**src/rtl/divider_pkg.sv**
```systemverilog
// Shared arithmetic definitions for the sequential divider: FSM state type and counter sizing.
package divider_pkg;

    typedef enum logic [1:0] {
        ST_IDLE = 2'd0,
        ST_RUN  = 2'd1,
        ST_DONE = 2'd2
    } div_state_t;

    // Iteration counter must hold 0 .. 2*width.
    function automatic int cnt_width(input int width);
        return $clog2(2 * width + 1);
    endfunction

endpackage

```
**src/rtl/div_step.sv**
```systemverilog
// One combinational restoring-division step: shift in the next dividend bit, subtract if it fits.
module div_step #(
    parameter int WIDTH = 8
) (
    input  logic [WIDTH-1:0] r_in,
    input  logic             bit_in,
    input  logic [WIDTH-1:0] divisor,
    output logic [WIDTH-1:0] r_out,
    output logic             q_bit
);

    // The stored remainder is always below the divisor, so only the shifted value needs WIDTH+1 bits.
    logic [WIDTH:0] r_sh;

    assign r_sh  = {r_in, bit_in};
    assign q_bit = (r_sh >= {1'b0, divisor});
    assign r_out = q_bit ? (r_sh[WIDTH-1:0] - divisor) : r_sh[WIDTH-1:0];

endmodule

```
**src/rtl/divider.sv**
```systemverilog
// Sequential restoring divider, one quotient bit per clock; done 2*WIDTH edges after acceptance, start ignored while busy.
// DIVIDER_DIV0_CHECK_EN: zero divisor exits after a single RUN cycle and flags div_by_zero.
module divider
    import divider_pkg::*;
#(
    parameter int WIDTH = 8
) (
    input  logic               clk,
    input  logic               rst,
    input  logic               start,
    input  logic [2*WIDTH-1:0] dividend,
    input  logic [WIDTH-1:0]   divisor,
    output logic               busy,
    output logic               done,
    output logic [2*WIDTH-1:0] quotient,
    output logic [WIDTH-1:0]   remainder,
    output logic               div_by_zero
);

    localparam int DW = 2 * WIDTH;
    localparam int CW = cnt_width(WIDTH);
    localparam logic [CW-1:0] LAST_ITER = CW'(DW - 1);

    div_state_t       state_q, state_d;
    logic [CW-1:0]    cnt_q, cnt_d;
    logic [WIDTH-1:0] r_q, r_d;
    logic [DW-1:0]    dvd_q, dvd_d;
    logic [WIDTH-1:0] dvs_q, dvs_d;
    logic [DW-1:0]    quo_q, quo_d;
    logic [WIDTH-1:0] rem_q, rem_d;
    logic [WIDTH-1:0] r_nx;
    logic             q_bit;
    logic             accept;
`ifdef DIVIDER_DIV0_CHECK_EN
    logic             dbz_q, dbz_d;
`endif

    div_step #(.WIDTH(WIDTH)) u_step (
        .r_in    (r_q),
        .bit_in  (dvd_q[DW-1]),
        .divisor (dvs_q),
        .r_out   (r_nx),
        .q_bit   (q_bit)
    );

    assign accept = start && (state_q != ST_RUN);

    always_comb begin
        state_d = state_q;
        cnt_d   = cnt_q;
        r_d     = r_q;
        dvd_d   = dvd_q;
        dvs_d   = dvs_q;
        quo_d   = quo_q;
        rem_d   = rem_q;
`ifdef DIVIDER_DIV0_CHECK_EN
        dbz_d   = dbz_q;
`endif
        case (state_q)
            ST_RUN: begin
`ifdef DIVIDER_DIV0_CHECK_EN
                if (dvs_q == '0) begin
                    state_d = ST_DONE;
                    quo_d   = '1;
                    rem_d   = dvd_q[WIDTH-1:0];
                    dbz_d   = 1'b1;
                end else
`endif
                begin
                    // Quotient bits shift in behind the dividend bits as they are consumed.
                    r_d   = r_nx;
                    dvd_d = {dvd_q[DW-2:0], q_bit};
                    cnt_d = cnt_q + CW'(1);
                    if (cnt_q == LAST_ITER) begin
                        state_d = ST_DONE;
                        quo_d   = {dvd_q[DW-2:0], q_bit};
                        rem_d   = r_nx;
`ifdef DIVIDER_DIV0_CHECK_EN
                        dbz_d   = 1'b0;
`endif
                    end
                end
            end
            ST_DONE: state_d = ST_IDLE;
            default: state_d = state_q;
        endcase
        if (accept) begin
            state_d = ST_RUN;
            cnt_d   = '0;
            r_d     = '0;
            dvd_d   = dividend;
            dvs_d   = divisor;
        end
    end

    always_ff @(posedge clk or posedge rst) begin
        if (rst) begin
            state_q <= ST_IDLE;
            cnt_q   <= '0;
            r_q     <= '0;
            dvd_q   <= '0;
            dvs_q   <= '0;
            quo_q   <= '0;
            rem_q   <= '0;
`ifdef DIVIDER_DIV0_CHECK_EN
            dbz_q   <= 1'b0;
`endif
        end else begin
            state_q <= state_d;
            cnt_q   <= cnt_d;
            r_q     <= r_d;
            dvd_q   <= dvd_d;
            dvs_q   <= dvs_d;
            quo_q   <= quo_d;
            rem_q   <= rem_d;
`ifdef DIVIDER_DIV0_CHECK_EN
            dbz_q   <= dbz_d;
`endif
        end
    end

    assign busy      = (state_q == ST_RUN);
    assign done      = (state_q == ST_DONE);
    assign quotient  = quo_q;
    assign remainder = rem_q;
`ifdef DIVIDER_DIV0_CHECK_EN
    assign div_by_zero = dbz_q;
`else
    assign div_by_zero = 1'b0;
`endif

endmodule

```
**config.mk**
```make
export PLATFORM = sky130hd
export DESIGN_NAME = divider
export DESIGN_NICKNAME = d
export VERILOG_FILES = /design/src/rtl/divider_pkg.sv /design/src/rtl/div_step.sv /design/src/rtl/divider.sv
export SDC_FILE = /design/constraint.sdc
export NUM_CORES = 1
export LEC_CHECK = 0
export ABC_AREA = 1
export BUFFER_PORTS_ARGS = -buffer_cell sky130_fd_sc_hd__buf_2
export CAP_MARGIN = 20
export CORE_MARGIN = 2
export CORE_UTILIZATION = 50
export CTS_CLUSTER_SIZE = 25
export DETAILED_ROUTE_END_ITERATION = 16
export GPL_TIMING_DRIVEN = 1
export PLACE_DENSITY = 0.87
export SYNTH_ARGS = -nofsm -noshare
export SYNTH_HDL_FRONTEND = slang
export SYNTH_SLANG_ARGS = --single-unit
```
**constraint.sdc**
```tcl
create_clock -name clk -period 1.71 [get_ports clk]
set_input_delay 0.0855 -clock clk [delete_from_list [all_inputs] [get_ports clk]]
set_output_delay 0.0855 -clock clk [all_outputs]
set_load 0.02 [all_outputs]
```
==> impl_metrics.tcl <==
set metrics [dict create \
    status "complete, no violations" \
    routed_via_density 5.37 \
    finClkSkew_ns 0.0111 \
    drt-pass1-iter-count 4 \
    ys_top_cells_by_area "dfrtp_1 (50%), nand2_1 (15%), inv_1 (5.3%), ha_1 (5.2%), o21ai_0 (4.3%)" \
    cp_slowest_cell "dfrtp_1" \
    tritoncts "yes" \
    grt_antenna_before_repair 0 \
    cp-startpoint "dvs_q[0]" \
    synth_ff_type "dfrtp_1" \
    max_freq_ghz 0.585 \
    clkTransAtPathRegs_ns 0.07 \
    yosysMostFrequentCell "nand2_1" \
    crit_fanout 2 \
    grt_overflow_total 0 \
    rows 28 \
    initial_core_util_pct 52.2 \
    numPortBuffers 52 \
    grt_pass1_vias 2933 \
    slew_viol_final 0 \
    synth-edff-count 0 \
    setup_viol 0 \
    diodes 0 \
    cp.required_ns 1.99 \
    via_count 2929 \
    dieArea_sq_um 6900 \
    hold_viol 0 \
    yosysTopAreaCellShare_pct 50.4 \
    clock_path_buffers 2 \
    critical_path_class "register to register" \
    place_congestion 0.963 \
    cts-root-buf "clkbuf_8" \
    dp.cells 500 \
    min-delay-start "dividend[0]" \
    syn_to_final_growth_pct 36.9 \
    synth_largest_area_cell "dfrtp_1" \
    regArea_sq_um 1580 \
    rsz0062_at_grt "true" \
    stdcell_count 545 \
    yosysSeqAreaShare_pct 50.4 \
    r2r_start "dvs_q[0]" \
    drtIter0Drc 208 \
    pwr_density_cell_nw_per_um2 2030 \
    synthTopCellsByCount "nand2_1 (121), dfrtp_1 (63), inv_1 (44)" \
    drc_errors 0 \
    grt_start_max_net_pins 64 \
    die_h_um 83.1 \
    synth_cell_types 32 \
    min_period_over_period_pct 99.9 \
    grt_usage_pct 23.7 \
    multi_input_area_sq_um 1490 \
    n_fill_cell 422 \
    wl_um 8140 \
    final_layout_size_suffix_gt1_share_pct 33.8 \
    crit_chain "ha_4 -> fa_2 -> inv_2 -> nand3_1 -> nand3_2 -> xor2_1 -> nand2_2 -> nand2_2 -> nand2_1 -> nand2_1" \
    ioPinCount 54 \
    wl_per_cell_um 14.9 \
    numClockSinks 63 \
    synthCells 365 \
    slowest_delay_ns 0.42 \
    core_area_sq_um 5990 \
    grt_first_pass_wirelength_um 13100 \
    fp.dieW_um 83.1 \
    synth-seq-cells 63 \
    yosysWarnings 0 \
    nNetsFinal 506 \
    end_kind "register" \
    cts_buffers 9 \
    async_flop_share_pct 100 \
    arrival_ns 1.98 \
    pre_cts_ws_ns -0.0842 \
    ant_nets 0 \
    synth_area_per_cell_sq_um 8.57 \
    clkLatencyLatePin_ns 0.35 \
    ir_worst_vdd_uv 1270 \
    syn_area_sq_um 3130 \
    setup_tns_ns 0 \
    p_leak_nw 2.20 \
    r2r_slack_ns 0.001 \
    post-dp-hpwl_um 5000 \
    hp-class "input pin to register" \
    layout_setup_ws_ns 0.00135 \
    syn-num-nets 406 \
    cap_violations 0 \
    final.min_clock_period_ns 1.71 \
    cp-start-kind "register" \
    htreeDepth 3 \
]
-- metal layers --
metal	track usage (%)	up-vias	share of wire, %
li1	-	1377	-
met4	11.0	0	3.3
met1	29.4	1402	41
met3	5.96	28	5.7
met2	38.8	122	50
met5	0	-	0
-- layout make-up --
type	count	share of cell area, %
Sequential cell	63	36.9
Multi-Input combinational cell	243	34.9
Timing Repair Buffer	101	16.5
Inverter	47	4.18
Clock buffer	10	3.21
Tap cell	75	2.19
Clock inverter	6	2.16
-- final timing paths --
check | end | cells past startpoint
max | r_q[4] | 10
min | dvd_q[0] | 3
max reg2reg | r_q[4] | 10
min reg2reg | remainder[0] | 2
max in group asynchronous | r_q[4] | 4
min in group asynchronous | dvs_q[3] | 4
-- timing repair --
item                       in CTS  in global routing
setup endpoints to repair      18                 33
pin swaps                       2                 17
hold endpoints to repair       85                  0
gates resized for setup        10                 40
hold buffers                   23                  0
cloned                          1                  2
setup buffers                   0                  3
-- worst max-delay path: cells and delay by family (launching register included) --
family,cells,cell delay (ns)
XOR/XNOR,1,0.19
adder cells (fa/ha/maj),2,0.55
buffers and inverters,1,0.08
flip-flops,1,0.42
AND/OR/NAND/NOR,6,0.40
-- cell families after synthesis --
family | Yosys count | share of synthesized area [%]
and+or+nand+nor | 170 | 23.7
DFF | 63 | 50.4
buffers and inverters | 62 | 8.72
AOI/OAI and AO/OA | 52 | 10.4
adders and majority gates | 14 | 5.84
xor gates and xnor gates | 3 | 0.840
other | 1 | 0.120
-- state kept, by name, summed over array words and instances (netlist names) --
register   count
dvs_q          8
quotient      16
remainder      8
state_q        2
r_q            8
cnt_q          5
dvd_q         16
-- metrics by stage --
step | cell area [sq um] | util (%) | hold WS, ns | total power [mW]
after global placement | 3570 | 59.6 | 0.177 | 6.21
after CTS | 4100 | 68.5 | 0.00341 | 8.11
after global routing | 4280 | 71.5 | 0.00744 | 9.36
after floorplan | 3130 | - | 0.202 | 5.18
final | 4280 | 71.5 | 0.0114 | 8.70
after detailed placement | 3570 | 59.6 | 0.184 | 6.39
-- placed cells by master, fill, tap and decap left out, types with 4 or more instances in the layout --
| cell type | count |
|---|---|
| nand2_1 | 109 |
| dfrtp_1 | 61 |
| buf_2 | 52 |
| inv_1 | 36 |
| o21ai_0 | 27 |
| dlygate4sd3_1 | 23 |
| buf_4 | 23 |
| nand2_2 | 22 |
| o221ai_1 | 15 |
| nand3_1 | 14 |
| clkbuf_8 | 10 |
| inv_2 | 9 |
| nand3_2 | 7 |
| ha_4 | 7 |
| nor2_1 | 4 |
| nand2_4 | 4 |
| a21oi_1 | 4 |
| ha_1 | 4 |
-- report_power, final --
group | switching, mW | internal, mW
Combinational | 2.87 | 1.84
Sequential | 0.345 | 2.15
Clock | 0.634 | 0.868
No activity file was read; power rests on OpenSTA's default activity.
